<file path="config.mk">
export PLATFORM = sky130hd
export DESIGN_NAME = his_builder_param_flat
export DESIGN_NICKNAME = d
export VERILOG_FILES = /design/src/rtl/his_builder_param_if.sv /design/src/rtl/his_builder_param.sv /design/src/flat_wrapper.sv
export SDC_FILE = /design/constraint.sdc
export NUM_CORES = 1
export LEC_CHECK = 0
export ABC_AREA = 1
export CAP_MARGIN = 20
export CORE_ASPECT_RATIO = 1.1
export CORE_MARGIN = 1.5
export CORE_UTILIZATION = 40
export CTS_BUF_LIST = sky130_fd_sc_hd__clkbuf_8
export DETAILED_ROUTE_END_ITERATION = 6
export GPL_ROUTABILITY_DRIVEN = 0
export PLACE_DENSITY = 0.68
export SYNTH_ARGS = -nofsm -noshare
export SYNTH_HDL_FRONTEND = slang
export SYNTH_SLANG_ARGS = --single-unit
</file>
<file path="constraint.sdc">
create_clock -name clk -period 7.4 [get_ports clk]
set_input_delay 1.85 -clock clk [delete_from_list [all_inputs] [get_ports clk]]
set_output_delay 1.85 -clock clk [all_outputs]
set_load 0.01 [all_outputs]
</file>
<file path="src/rtl/his_builder_param_if.sv">
// Event stream carrying one binned hit (pixel index + bin index) per transfer.
// An event transfers on a rising clk edge where data_valid && data_ready; pix/data are meaningful only while data_valid is high, and data_ready never depends on data_valid.
interface his_builder_param_if #(
  parameter int NB = 8,
  parameter int PW = 2
);
  logic          data_valid;
  logic [NB-1:0] data;
  logic [PW-1:0] pix;
  logic          data_ready;

  modport master (output data_valid, data, pix, input data_ready);
  modport slave  (input data_valid, data, pix, output data_ready);
endinterface

</file>
<file path="src/rtl/his_builder_param.sv">
// Histogram builder: clears a shared {pix,bin} count RAM, accumulates events with a
// read-modify-write pipeline, then scans every pixel and reports its peak bin.
module his_builder_param #(
  parameter int NB = 8,
  parameter int CW = 8,
  parameter int PW = 2,
  localparam int RAM_ADDR = PW + NB
) (
  input  logic                clk,
  input  logic                res,
  input  logic                start,
  input  logic                acq_done,
  output logic                busy,
  his_builder_param_if.slave  ev,
  input  logic [CW-1:0]       counts,
  output logic [RAM_ADDR-1:0] raddr,
  output logic                rEnable,
  output logic                readFlag,
  output logic [RAM_ADDR-1:0] waddr,
  output logic                wEnable,
  output logic                writeFlag,
  output logic [CW-1:0]       newCounts,
  output logic                peak_valid,
  output logic [PW-1:0]       peak_pix,
  output logic [NB-1:0]       peak_bin,
  output logic [CW-1:0]       peak_count,
  output logic                hisBuildDone,
  output logic [2:0]          o_dbg_state
);
  localparam logic [RAM_ADDR-1:0] LAST_ADDR = '1;
  localparam logic [CW-1:0]       CNT_MAX   = '1;

  typedef enum logic [2:0] {S_IDLE, S_CLEAR, S_ACC, S_DRAIN, S_SCAN, S_DONE} state_t;

  state_t              r_state;
  logic [RAM_ADDR-1:0] r_addr;
  logic                r_clr_wen;
  logic                r_scan_ren;
  logic                r_ready;
  logic                r_s1_v;
  logic [RAM_ADDR-1:0] r_s1_addr;
  logic                r_fw_v;
  logic [RAM_ADDR-1:0] r_fw_addr;
  logic [CW-1:0]       r_fw_data;
  logic                r_rv;
  logic [RAM_ADDR-1:0] r_ra;
  logic [CW-1:0]       r_max;
  logic [NB-1:0]       r_max_bin;
  logic                r_pv;
  logic [PW-1:0]       r_ppix;
  logic [NB-1:0]       r_pbin;
  logic [CW-1:0]       r_pcnt;
  logic                r_done;

  logic                w_fire;
  logic [CW-1:0]       w_base;
  logic [CW-1:0]       w_inc;
  logic [NB-1:0]       w_bin;
  logic [PW-1:0]       w_pix;
  logic                w_take;
  logic [CW-1:0]       w_max_n;
  logic [NB-1:0]       w_bin_n;

  assign w_fire  = ev.data_valid & r_ready;
  // The RAM returns pre-write data for a read issued alongside the previous write, so forward it.
  assign w_base  = (r_fw_v && (r_fw_addr == r_s1_addr)) ? r_fw_data : counts;
  assign w_inc   = (w_base == CNT_MAX) ? CNT_MAX : w_base + 1'b1;

  assign w_bin   = r_ra[NB-1:0];
  assign w_pix   = r_ra[RAM_ADDR-1:NB];
  // Bin 0 always loads; later bins need a strictly larger count, so ties keep the lowest bin.
  assign w_take  = (w_bin == '0) || (counts > r_max);
  assign w_max_n = w_take ? counts : r_max;
  assign w_bin_n = w_take ? w_bin : r_max_bin;

  assign ev.data_ready = r_ready;
  assign busy          = (r_state != S_IDLE);
  assign rEnable       = w_fire | r_scan_ren;
  assign readFlag      = rEnable;
  assign raddr         = w_fire ? {ev.pix, ev.data} : r_addr;
  assign wEnable       = r_clr_wen | r_s1_v;
  assign writeFlag     = wEnable;
  assign waddr         = r_s1_v ? r_s1_addr : r_addr;
  assign newCounts     = r_s1_v ? w_inc : '0;
  assign peak_valid    = r_pv;
  assign peak_pix      = r_ppix;
  assign peak_bin      = r_pbin;
  assign peak_count    = r_pcnt;
  assign hisBuildDone  = r_done;
  assign o_dbg_state   = 3'(r_state);

  always_ff @(posedge clk or negedge res) begin
    if (!res) begin
      r_state    <= S_IDLE;
      r_addr     <= '0;
      r_clr_wen  <= 1'b0;
      r_scan_ren <= 1'b0;
      r_ready    <= 1'b0;
      r_s1_v     <= 1'b0;
      r_s1_addr  <= '0;
      r_fw_v     <= 1'b0;
      r_fw_addr  <= '0;
      r_fw_data  <= '0;
      r_rv       <= 1'b0;
      r_ra       <= '0;
      r_max      <= '0;
      r_max_bin  <= '0;
      r_pv       <= 1'b0;
      r_ppix     <= '0;
      r_pbin     <= '0;
      r_pcnt     <= '0;
      r_done     <= 1'b0;
    end else begin
      r_pv      <= 1'b0;
      r_done    <= 1'b0;
      r_s1_v    <= w_fire;
      r_s1_addr <= {ev.pix, ev.data};
      r_fw_v    <= r_s1_v;
      r_fw_addr <= r_s1_addr;
      r_fw_data <= w_inc;
      r_rv      <= r_scan_ren;
      r_ra      <= r_addr;

      if (r_rv) begin
        r_max     <= w_max_n;
        r_max_bin <= w_bin_n;
        if (w_bin == '1) begin
          r_pv   <= 1'b1;
          r_ppix <= w_pix;
          r_pbin <= w_bin_n;
          r_pcnt <= w_max_n;
        end
      end

      case (r_state)
        S_IDLE: begin
          if (start) begin
            r_state   <= S_CLEAR;
            r_clr_wen <= 1'b1;
            r_addr    <= '0;
          end
        end
        S_CLEAR: begin
          if (r_addr == LAST_ADDR) begin
            r_clr_wen <= 1'b0;
            r_addr    <= '0;
            r_ready   <= 1'b1;
            r_state   <= S_ACC;
          end else begin
            r_addr <= r_addr + 1'b1;
          end
        end
        S_ACC: begin
          if (acq_done) begin
            r_ready <= 1'b0;
            r_state <= S_DRAIN;
          end
        end
        S_DRAIN: begin
          r_scan_ren <= 1'b1;
          r_addr     <= '0;
          r_state    <= S_SCAN;
        end
        S_SCAN: begin
          if (r_scan_ren) begin
            if (r_addr == LAST_ADDR) r_scan_ren <= 1'b0;
            else                     r_addr     <= r_addr + 1'b1;
          end
          if (r_pv && (r_ppix == '1)) begin
            r_done  <= 1'b1;
            r_state <= S_DONE;
          end
        end
        S_DONE:  r_state <= S_IDLE;
        default: r_state <= S_IDLE;
      endcase
    end
  end
endmodule

</file>
<file path="src/flat_wrapper.sv">
// flat-port wrapper written by rule: the top's interface ports become plain ports
module his_builder_param_flat 
#(
  parameter int NB = 8,
  parameter int CW = 8,
  parameter int PW = 2,
  localparam int RAM_ADDR = PW + NB
)
  (clk, res, start, acq_done, busy, counts, raddr, rEnable, readFlag, waddr, wEnable, writeFlag, newCounts, peak_valid, peak_pix, peak_bin, peak_count, hisBuildDone, o_dbg_state, ev_data_valid, ev_data, ev_pix, ev_data_ready);
  his_builder_param_if #(.NB(NB), .PW(PW)) ev_i ();
  input  logic clk;
  input  logic res;
  input  logic start;
  input  logic acq_done;
  output logic busy;
  input  logic [CW-1:0] counts;
  output logic [RAM_ADDR-1:0] raddr;
  output logic rEnable;
  output logic readFlag;
  output logic [RAM_ADDR-1:0] waddr;
  output logic wEnable;
  output logic writeFlag;
  output logic [CW-1:0] newCounts;
  output logic peak_valid;
  output logic [PW-1:0] peak_pix;
  output logic [NB-1:0] peak_bin;
  output logic [CW-1:0] peak_count;
  output logic hisBuildDone;
  output logic [2:0] o_dbg_state;
  input wire logic [$bits(ev_i.data_valid)-1:0] ev_data_valid;
  input wire logic [$bits(ev_i.data)-1:0] ev_data;
  input wire logic [$bits(ev_i.pix)-1:0] ev_pix;
  output wire logic [$bits(ev_i.data_ready)-1:0] ev_data_ready;
  assign ev_i.data_valid = ev_data_valid;
  assign ev_i.data = ev_data;
  assign ev_i.pix = ev_pix;
  assign ev_data_ready = ev_i.data_ready;
  his_builder_param #(.NB(NB), .CW(CW), .PW(PW)) u_core (.clk(clk), .res(res), .start(start), .acq_done(acq_done), .busy(busy), .ev(ev_i), .counts(counts), .raddr(raddr), .rEnable(rEnable), .readFlag(readFlag), .waddr(waddr), .wEnable(wEnable), .writeFlag(writeFlag), .newCounts(newCounts), .peak_valid(peak_valid), .peak_pix(peak_pix), .peak_bin(peak_bin), .peak_count(peak_count), .hisBuildDone(hisBuildDone), .o_dbg_state(o_dbg_state));
endmodule
</file>
Word-level counts from Yosys, hierarchy flattened
Index checks and enable logic that the tools add are counted.
{ "word_totals": {"ff_bits": 93, "in_bits": 23, "out_inout_bits": 57, "word_cells": 85} }
{ "classes": {"add_sub_neg": 2, "n_lt_le_gt_ge": 1, "eq_ne": 15, "mux": 30, "bitwise_logic": 3, "reduce_logical": 15} }
{ "op_table": {"columns": ["cell", "n"], "rows": [
  ["10-bit two-way mux", 6],
  ["8-bit two-way mux", 5],
  ["10-bit one-hot mux with 4 select lines", 1],
  ["8-bit == test (second input constant)", 2],
  ["3-bit one-hot mux with 5 select lines", 1],
  ["3-bit two-way mux", 4],
  ["10-bit by 1-bit adder with 10-bit output (second input constant)", 1],
  ["10-bit == test", 1],
  ["10-bit == test (second input constant)", 1],
  ["1-bit two-way mux", 10],
  ["8-bit by 1-bit adder with 8-bit output (second input constant)", 1],
  ["8-bit greater-than comparator", 1],
  ["8-bit zero test", 1],
  ["4-bit AND reduction", 2],
  ["3-bit by 2-bit == test with 1-bit output (second input constant)", 2],
  ["2-bit by 1-bit != test with 1-bit output (second input constant)", 3],
  ["2-bit != test (second input constant)", 3],
  ["1-bit one-hot mux with 2 select lines", 3],
  ["3-bit AND reduction", 2],
  ["2-bit nonzero test", 3],
  ["4-bit nonzero test", 1],
  ["3-bit by 1-bit == test with 1-bit output (second input constant)", 1],
  ["3-bit == test (second input constant)", 1],
  ["3-bit zero test", 1],
  ["other kinds (7)", 9]
]} }

Depth between registers and ports, before layout
Gate-level depths: netlist of the first run.
{ "depth": {"ltp_word": 6, "mapped_depth": 16} }

Worst setup path before layout of the first run
No wires, ideal clock.
{ "synth_timing": {"path_type": "input to output", "from": "in counts[0]", "to": "out newCounts[5]", "arrival_ns": 2.798, "required_ns": 5.550, "setup_slack_ns": 2.752, "path_stages": 9, "path_cell_list": "nand2_1 nand2_1 ha_1 nand2_2 nor2_4 nand2_4 nand2_2 nor2_2 nor2_1"} }
{ "synth_between": {"elab_chain_cells": 4} }
{ "synth_lines": {"columns": ["element", "line", "source"], "rows": [
  ["start, declared", "flat_wrapper.sv:16", "input logic [CW-1:0] counts;"],
  ["8-bit two-way mux *", "his_builder_param.sv:66", "assign w_base = (r_fw_v && (r_fw_addr == r_s1_addr)) ? r_fw_data : counts;"],
  ["8-bit by 1-bit adder with 8-bit output or 8-bit == test (tied branches)", "his_builder_param.sv:67", "assign w_inc = (w_base == CNT_MAX) ? CNT_MAX : w_base + 1'b1;"],
  ["8-bit two-way mux *", "his_builder_param.sv:67", null],
  ["8-bit two-way mux *", "his_builder_param.sv:84", "assign newCounts = r_s1_v ? w_inc : '0;"],
  ["end, declared", "flat_wrapper.sv:23", "output logic [CW-1:0] newCounts;"]
]} }
Mark *: on every way between the ends. The rest lies on a longest branch, timed or not.

Final worst setup path of the first run
{ "layout_timing": {"from": "in counts[1]", "to": "out newCounts[5]"} }
Same word-level chain as after synthesis.

==> metrics.md, run 1 <==
| Metric | Value |
|---|---|
| CP Launch Point | `counts[1]` |
| Post-synthesis register bit count | `93` |
| Num CTS Buffers | `9` |
| Syn-to-layout area delta | `26.1%` |
| Clock power share | `between 30% and 40%` |
| Initial Util | `~41%` |
| Setup Viol. Count Final | `0` |
| WL final | `approximately 9.9 mm` |
| Clock Tree Buf Depth | `2` |
| DR WL/cell | `approximately 13 um` |
| Psw | `~0.23 mW` |
| Die Wd | `around 100 um` |
| FP Rows | `40` |
| Max Freq | `~170 MHz` |
| PwrDens | `170 nW/um2` |
| Reg2Reg Setup Slack | `roughly 5.2 ns` |
| Logic pwr share | `6.0%` |
| Layout cells sized above 1 | `~8%` |
| Startpoint Class | `primary input` |
| Sequential share of power | `a little over half` |
| Worst setup margin | `approximately 1.7 ns` |
| Reg2Reg Depth | `13` |
| Register Area | `2330 um2` |
| Total core area | `about 11000 um2` |
| Number of max-cap violations | `0` |
| Setup crit end | `newCounts[5]` |
| Clk Latency, worst-skew pair | `around 0.36 ns` |
| Via density | `4.84` |
| Worst setup path class | `primary input to output pin` |
| Synth Area in Compound Gates | `13.0%` |
| Max-Slew Margin vs Limit | `between 40% and 50%` |
| Critical Path AT | `between 3 and 4 ns` |
| Post-DP HPWL | `~7.3 mm` |
| Unrepaired setup endpoints after global routing | `no` |
| Crit. End Element | `output pin` |
| Vias in the first global route | `3604` |
| Pre-antenna DRT Iters | `4` |
| Clock Skews | `0.00973 ns` |
| Synth Area in XOR/XNOR | `less than 1%` |
| Critical R2R Capture | `u_core.r_fw_data[7]` |
| Post-CTS setup buffers | `0` |
| Main combinational cell family by area after synthesis | `simple AND/OR/NAND/NOR gates` |
| DRT iter0 DRCs | `~170` |
| Slew Limit Fails | `0` |
| Clk slew on worst S/H paths | `~0.1 ns` |
| Distinct cells, synth | `34` |
| Pleak | `roughly 2.8 nW` |
| DRC viols | `0` |
| Hold Violations, Final | `0` |
| CTS resizes | `0` |
| Pre-CTS setup slack | `1.66 ns` |
| Crit Path Max Fanout | `10` |
| Sequential area share after synthesis | `51.6%` |
| Layout Nets | `around 660` |
| Fill count | `1043` |
| Cells after Synth | `roughly 550` |
| Clock Tree Root | `clkbuf_8` |
| Antenna diodes | `0` |
| GRT overflow | `0` |
| Antenna Nets Post-Route | `0` |
| H-tree depth | `3` |
| CP required | `between 5 and 6 ns` |
| Ys Warns | `0` |
| Worst VDD drop | `a little under 0.0001 V` |
| Syn avg cell area | `around 8 um2` |
| Status | `finished clean` |
| HP Class | `flip-flop to flip-flop` |
| Sw Share | `a little under a quarter` |
| First-pass GRT wire length | `16.9 mm` |
| Maximum number of pins on one net before global-route repair | `62` |
| Total track usage | `17.6%` |
| Mux contribution to synthesized area | `0%` |
| Hold buffers post-CTS | `0` |
| CTS tree | `built` |
| Synthesized net count | `586` |
| Total die area | `~12000 um2` |
| Setup TNS | `0 ns` |
| Adder-cell share of the synthesized area | `around 2.8%` |
| Tmin final | `5.75 ns` |
| Via Count | `about 3800` |
| Multi-input gate area | `~1800 um2` |
| Initial antenna violation count | `0` |
| Post-Syn Area | `~4500 um2` |
| # port buffers | `79` |
| Top Ports | `80` |
| Reg2reg start | `u_core.r_s1_addr[6]` |
| Clock sinks | `between 90 and 100` |
| Die Span Y | `approximately 110 um` |
| Cell Int Power | `between 0.7 and 0.8 mW` |
| Final period utilization | `between 70% and 80%` |
| Worst Tran Pin Value | `just under 0.8 ns` |
| Synth Area in Simple Gates | `a little under a quarter` |
[layout by cell type (no fill, tap or decap), types with 3 or more instances in the layout]
cell and n:
nand2_1 151, dfrtp_1 93, o21ai_0 78, clkdlybuf4s50_1 78
inv_1 76, nor2_1 34, a21oi_1 22, nand3_1 12
nand2_2 11, ha_1 10, clkbuf_8 9, nor3_1 8
nor2_2 6, nand2_4 4, nand3_2 3, nor2_4 3
xnor2_1 3, nand4_1 3, nor4_1 3
[how the worst min path moves through the flow]
stage | from | endpoint | slack [ns] | cells past startpoint
detailed placement | u_core.r_addr[1] | u_core.r_ra[1] | 0.39 | 0
global placement | u_core.r_addr[1] | u_core.r_ra[1] | 0.39 | 0
floorplan | u_core.r_addr[5] | u_core.r_ra[5] | 0.37 | 0
CTS | u_core.r_scan_ren | u_core.r_rv | 0.42 | 0
global route | u_core.r_addr[4] | u_core.r_ra[4] | 0.43 | 0
finish | u_core.r_scan_ren | u_core.r_rv | 0.42 | 0
[cell type report]
class | count | share of cell area (%)
clock buffer | 9 | 2.18
tap | 147 | 3.23
sequential | 93 | 40.9
inverter | 79 | 5.21
multi-input combinational | 366 | 32.1
clock inverter | 7 | 1.87
timing repair buffer | 82 | 14.5
[state kept, by name (all words and copies together), names as in the netlist, 2 cells and up]
name	cells
u_core.r_s1_addr	10
u_core.peak_bin	8
u_core.peak_count	8
u_core.peak_pix	2
u_core.r_addr	10
u_core.r_ra	10
u_core.r_max	8
u_core.r_fw_addr	10
u_core.o_dbg_state	3
u_core.r_max_bin	8
u_core.r_fw_data	8
[per-layer routing]
metal	GRT usage, %	up-vias	wire length [um]
met5	0	-	0
met4	5.65	0	158
met3	3.36	16	380
met2	29.9	92	4800
met1	22.8	1771	4570
li1	-	1909	-
[cells in the mapped netlist (all sizes together)]
cell type	number	area share, %
o21a	2	0.33
and3	1	0.14
nor2	43	4.4
o21bai	1	0.17
clkinv	1	0.083
ha	10	2.8
a22oi	2	0.33
nand4	3	0.42
a2bb2oi	1	0.19
xnor2	3	0.58
dfrtp	93	52
and3b	1	0.19
clkbuf	10	0.83
nor3	9	1.1
buf	5	0.67
o21ai	80	9.1
nor4	3	0.42
a21oi	22	2.4
a31oi	1	0.14
o22ai	2	0.28
nand2	166	15
nand3	15	2.0
nand3b	1	0.17
inv	78	6.5
[through the flow]
stage	power (mW)	cell area (um2)	hold WS, ns	cells	utilization [%]
after floorplan	0.559	4510	0.374	553	-
after global placement	0.590	5430	0.389	765	49.5
after detailed placement	0.592	5430	0.393	765	49.5
after CTS	0.980	5660	0.421	781	51.6
after global routing	1.01	5690	0.433	783	51.9
final	0.968	5690	0.416	783	51.9
[cell families after synthesis]
group,after synthesis
xor+xnor,3
fa+ha+maj,10
buf+inv,94
compound gates,111
flops,93
simple gates,242
[worst max-delay path, cell delays in order]
cell and delay (ns):
clkdlybuf4s50_1 0.53, nand2_1 0.07, nand2_1 0.12, ha_1 0.22, nand2_2 0.09, nor2_4 0.15, nand2_4 0.11, nand2_2 0.09
nor2_2 0.04, nor2_1 0.07, clkdlybuf4s50_1 0.54
[power by group through the flow]
stage | Combinational (mW) | Sequential, mW | Clock, mW
after floorplan | 0.0281 | 0.531 | 0
after global placement | 0.0576 | 0.533 | 0
after detailed placement | 0.0591 | 0.533 | 0
after CTS | 0.0594 | 0.523 | 0.397
after global routing | 0.0669 | 0.524 | 0.420
final | 0.0581 | 0.523 | 0.386
Power figures use the tool's default switching activity.
==> run 2: changes to the inputs <==
- clock period: 7.4 -> 6 ns (I/O delays scaled with it)
==> metrics.md, run 2 (synthesis results as in run 1) <==
| Metric | Value |
|---|---|
| Post-CTS setup buffers | `0 (unchanged)` |
| Worst VDD drop | `0.000106 V (was 0.0000984 V)` |
| GRT overflow | `0 (unchanged)` |
| Fill count | `1026 (was 1043)` |
| Crit Path Max Fanout | `10 (unchanged)` |
| HP Class | `flip-flop to flip-flop (unchanged)` |
| # port buffers | `79 (unchanged)` |
| Clock Tree Buf Depth | `2 (unchanged)` |
| Antenna diodes | `0 (unchanged)` |
| Total core area | `11000 um2 (unchanged)` |
| Die Span Y | `114 um (unchanged)` |
| PwrDens | `212 nW/um2 (was 170 nW/um2)` |
| Layout cells sized above 1 | `8.18% (unchanged)` |
| Hold buffers post-CTS | `0 (unchanged)` |
| First-pass GRT wire length | `16.6 mm (was 16.9 mm)` |
| Hold Slack | `0.418 ns (was 0.416 ns)` |
| Commonest non-fill, non-tap cell in the layout | `nand2_1 (unchanged)` |
| Post-DP HPWL | `7.24 mm (was 7.33 mm)` |
| DRC viols | `0 (unchanged)` |
| Clock sinks | `93 (unchanged)` |
| Crit. End Element | `output pin (unchanged)` |
| Unrepaired setup endpoints after global routing | `no (unchanged)` |
| Finished Core Util | `52.0% (was 51.9%)` |
| Critical Path AT | `3.54 ns (was 3.90 ns)` |
| Worst setup path class | `primary input to output pin (unchanged)` |
| Commonest non-fill, non-tap cells in the layout | `151 x nand2_1, 93 x dfrtp_1, 78 x o21ai_0, 78 x clkdlybuf4s50_1, 76 x inv_1 (unchanged)` |
| Syn-to-layout area delta | `26.4% (was 26.1%)` |
| DR WL/cell | `12.5 um (was 12.7 um)` |
| Clock Skews | `0.0164 ns (was 0.00973 ns)` |
| CTS resizes | `0 (unchanged)` |
| H-tree depth | `3 (unchanged)` |
| Maximum number of pins on one net before global-route repair | `55 (was 62)` |
| Max Freq | `roughly 200 MHz` |
| WL final | `9.78 mm (was 9.92 mm)` |
| Hold Violations, Final | `0 (unchanged)` |
| Pre-antenna DRT Iters | `4 (unchanged)` |
| Total track usage | `17.5% (was 17.6%)` |
| Worst Tran Pin Value | `0.764 ns (was 0.793 ns)` |
| Die Wd | `104 um (unchanged)` |
| FP Rows | `40 (unchanged)` |
| CP required | `4.50 ns (was 5.55 ns)` |
| Total die area | `11900 um2 (unchanged)` |
| Final period utilization | `between 80 and 90%` |
| Status | `finished clean (unchanged)` |
| Startpoint Class | `primary input (unchanged)` |
| Clk slew on worst S/H paths | `0.10 ns (about the same)` |
| Max-Slew Margin vs Limit | `49.0% (was 47.1%)` |
| Via Count | `3713 (was 3788)` |
| Initial antenna violation count | `0 (unchanged)` |
| Tmin final | `slightly above 5 ns` |
| Via density | `4.74 (was 4.84)` |
| Top Ports | `80 (unchanged)` |
| Antenna Nets Post-Route | `0 (unchanged)` |
| Slew Limit Fails | `0 (unchanged)` |
| Setup Viol. Count Final | `0 (unchanged)` |
| Layout Nets | `664 (unchanged)` |
| Vias in the first global route | `3566 (was 3604)` |
| Pleak | `2.82 nW (was 2.80 nW)` |
| Setup TNS | `0 ns (unchanged)` |
| CTS tree | `built (unchanged)` |
| Clk Latency, worst-skew pair | `0.37 ns (was 0.36 ns)` |
| DRT iter0 DRCs | `167 (was 168)` |
| Number of max-cap violations | `0 (unchanged)` |
| Num CTS Buffers | `9 (unchanged)` |
| Clock Tree Root | `clkbuf_8 (unchanged)` |
| Initial Util | `41.1% (unchanged)` |
## run 2: power breakdown
part           leakage, nW  internal, mW  switching, mW  total (mW)
Clock                0.122         0.263          0.230       0.493
Sequential            1.00         0.637        0.00770       0.645
Combinational         1.69        0.0284         0.0434      0.0718
## run 2: worst max-delay path, stage by stage
cell             delay (ns)
clkdlybuf4s50_1        0.52
nand2_1                0.07
nand2_1                0.12
ha_1                   0.22
nand2_2                0.09
nor2_4                 0.15
nand2_4                0.11
nand2_2                0.09
nor2_2                 0.04
nor2_1                 0.07
clkdlybuf4s50_1        0.54
## run 2: path summary, 6_finish.rpt
path,start,to,slack (ns),cells past startpoint
worst min register to register,u_core.r_addr[1],u_core.r_ra[1],0.42,0
worst max register to register,u_core.r_s1_addr[6],u_core.r_fw_data[7],3.77,13
worst min-delay path,u_core.r_addr[1],u_core.r_ra[1],0.42,0
min in group asynchronous,res,u_core.r_max[0],1.10,1
worst max-delay path,counts[1],newCounts[5],0.96,11
max in group asynchronous,res,u_core.r_max_bin[7],3.83,2
## run 2: final cells by class
type	instances	area (um2)	share of cell area (%)
clock buffer	11	151	2.66
clock inverter	5	88.8	1.56
inverter	79	297	5.20
multi-input combinational	366	1820	32.0
sequential	93	2330	40.8
tap	147	184	3.23
timing repair buffer	82	826	14.5
## run 2: routing by layer
layer	global-route usage [%]	wire (um)	part of all wire, %
met3	3.13	400	4.1
met4	8.24	146	1.5
met1	22.0	4490	46
met5	0	0	0
met2	29.5	4740	48
## run 2: per-stage QoR
step | setup slack, ns | std cells | instance area (um2) | total power, mW
2_1_floorplan | 2.05 | 553 | 4510 | 0.690
3_3_place_gp | 1.01 | 765 | 5430 | 0.728
3_5_place_dp | 0.965 | 765 | 5430 | 0.730
4_1_cts | 0.963 | 781 | 5670 | 1.22
5_1_grt | 0.761 | 783 | 5700 | 1.26
6_report | 0.965 | 783 | 5700 | 1.21
==> run 3: changes to the inputs <==
- clock period: 6 -> 4.7 ns (I/O delays scaled with it)
==> metrics.md, run 3 (synthesis results as in run 1) <==
| Metric | Value |
|---|---|
| Status | `finished clean (unchanged)` |
| # port buffers | `79 (unchanged)` |
| GRT overflow | `0 (unchanged)` |
| DR WL/cell | `12.8 um (was 12.5 um)` |
| Final period utilization | `between 90% and 100%` |
| Clock sinks | `93 (unchanged)` |
| H-tree depth | `3 (unchanged)` |
| PwrDens | `257 nW/um2 (was 212 nW/um2)` |
| Final design instance area without fill | `5660 um2 (was 5700 um2)` |
| Post-CTS setup buffers | `0 (unchanged)` |
| Startpoint Class | `primary input (unchanged)` |
| Layout cells sized above 1 | `8.18% (unchanged)` |
| Hold buffers post-CTS | `0 (unchanged)` |
| Worst VDD drop | `0.000112 V (was 0.000106 V)` |
| Total die area | `11900 um2 (unchanged)` |
| Total track usage | `17.9% (was 17.5%)` |
| Critical Path AT | `3.24 ns (was 3.54 ns)` |
| Clock Skews | `0.0153 ns (was 0.0164 ns)` |
| Crit. End Element | `output pin (unchanged)` |
| Placed inst area | `5440 um2 (was 5430 um2)` |
| Die Span Y | `114 um (unchanged)` |
| Total power | `1.45 mW (was 1.21 mW)` |
| Sw Share | `23.9% (was 23.3%)` |
| Via density | `4.74 (about the same)` |
| WL final | `9.99 mm (was 9.78 mm)` |
| Commonest non-fill, non-tap cell in the layout | `nand2_1 (unchanged)` |
| Clk slew on worst S/H paths | `0.09 ns (was 0.10 ns)` |
| Reg2Reg Depth | `10 (was 13)` |
| Initial Util | `41.1% (unchanged)` |
| Pleak | `2.80 nW (was 2.82 nW)` |
| Syn-to-layout area delta | `25.4% (was 26.4%)` |
| CTS tree | `built (unchanged)` |
| Cell Int Power | `1.10 mW (was 0.928 mW)` |
| Initial antenna violation count | `0 (unchanged)` |
| Logic pwr share | `6.3% (was 5.9%)` |
| Antenna Nets Post-Route | `0 (unchanged)` |
| CTS resizes | `0 (unchanged)` |
| Die Wd | `104 um (unchanged)` |
| Hold Slack | `0.412 ns (was 0.418 ns)` |
| Clk Latency, worst-skew pair | `0.36 ns (was 0.37 ns)` |
| Pre-antenna DRT Iters | `4 (unchanged)` |
| Clock power share | `37.0% (was 40.8%)` |
| Setup TNS | `0 ns (unchanged)` |
| HP Class | `flip-flop to flip-flop (unchanged)` |
| DRT iter0 DRCs | `166 (was 167)` |
| Pre-CTS setup slack | `0.305 ns (was 0.965 ns)` |
| Total core area | `11000 um2 (unchanged)` |
| Unrepaired setup endpoints after global routing | `no (unchanged)` |
| Via Count | `3709 (was 3713)` |
| Tmin final | `4.41 ns` |
| Crit Path Max Fanout | `3 (was 10)` |
| WHS Path Cells | `0 (unchanged)` |
| First-pass GRT wire length | `17.0 mm (was 16.6 mm)` |
| Finished Core Util | `51.6% (was 52.0%)` |
| Top Ports | `80 (unchanged)` |
| DRC viols | `0 (unchanged)` |
| Maximum number of pins on one net before global-route repair | `65 (was 55)` |
| Clock Tree Buf Depth | `2 (unchanged)` |
| Antenna diodes | `0 (unchanged)` |
| Setup Viol. Count Final | `0 (unchanged)` |
| FP Rows | `40 (unchanged)` |
| Worst Tran Pin Value | `0.820 ns (was 0.764 ns)` |
| Dpl cells | `766 (was 765)` |
| Num CTS Buffers | `9 (unchanged)` |
| Worst setup path class | `primary input to output pin (unchanged)` |
| Vias in the first global route | `3672 (was 3566)` |
| Layout Nets | `664 (unchanged)` |
| Commonest non-fill, non-tap cells in the layout | `151 x nand2_1, 93 x dfrtp_1, 78 x o21ai_0, 78 x clkdlybuf4s50_1, 76 x inv_1 (unchanged)` |
| Sequential share of power | `56.7% (was 53.3%)` |
| Post-DP HPWL | `7.42 mm (was 7.24 mm)` |
| Clock Tree Root | `clkbuf_8 (unchanged)` |
| Max-Slew Margin vs Limit | `45.3% (was 49.0%)` |
| Cell Count, Final, Fillers Out | `783 (unchanged)` |
| CP required | `3.52 ns (was 4.50 ns)` |
| Psw | `0.348 mW (was 0.281 mW)` |
| Worst setup margin | `0.285 ns (was 0.965 ns)` |
| Slew Limit Fails | `0 (unchanged)` |
| Hold Violations, Final | `0 (unchanged)` |
| Number of max-cap violations | `0 (unchanged)` |
| Max Freq | `227 MHz` |
-- run 3: area by class of cell --
type	instances	area [um2]
sequential	93	2330
inverter	79	297
multi-input combinational	366	1820
fill	1032	5310
timing repair buffer	82	818
clock buffer	13	179
clock inverter	3	26.3
tap	147	184
-- run 3: worst max-delay path: stages --
cell and delay (ns):
clkdlybuf4s50_1 0.54, nand2_1 0.07, nand2_1 0.12, ha_1 0.22, nand2_2 0.09, nor2_4 0.15, nand2_1 0.09, nand2_1 0.06
o21ai_1 0.07, nor2_1 0.10, clkdlybuf4s50_1 0.55
-- run 3: power groups by stage --
stage / Clock [mW] / Combinational (mW) / Sequential [mW]
floorplan: 0 / 0.0442 / 0.837
global placement: 0 / 0.0909 / 0.839
detailed placement: 0 / 0.0927 / 0.839
CTS: 0.553 / 0.0933 / 0.824
global route: 0.588 / 0.106 / 0.826
finish: 0.537 / 0.0912 / 0.824
-- run 3: layer usage --
metal | share of wire, % | global-route usage, %
met3 | 3.9 | 3.30
met1 | 46 | 23.0
met5 | 0 | 0
met2 | 48 | 30.8
met4 | 1.3 | 6.11
-- run 3: worst paths after layout --
path                                   from                  end  slack, ns
max in group asynchronous               res     u_core.r_addr[2]       2.95
setup / recovery                  counts[1]         newCounts[6]       0.29
hold reg to reg            u_core.r_addr[4]       u_core.r_ra[4]       0.41
setup reg to reg            u_core.r_max[7]      u_core.r_max[3]       2.38
min in group asynchronous               res  u_core.r_fw_data[3]       0.88
hold / removal             u_core.r_addr[4]       u_core.r_ra[4]       0.41
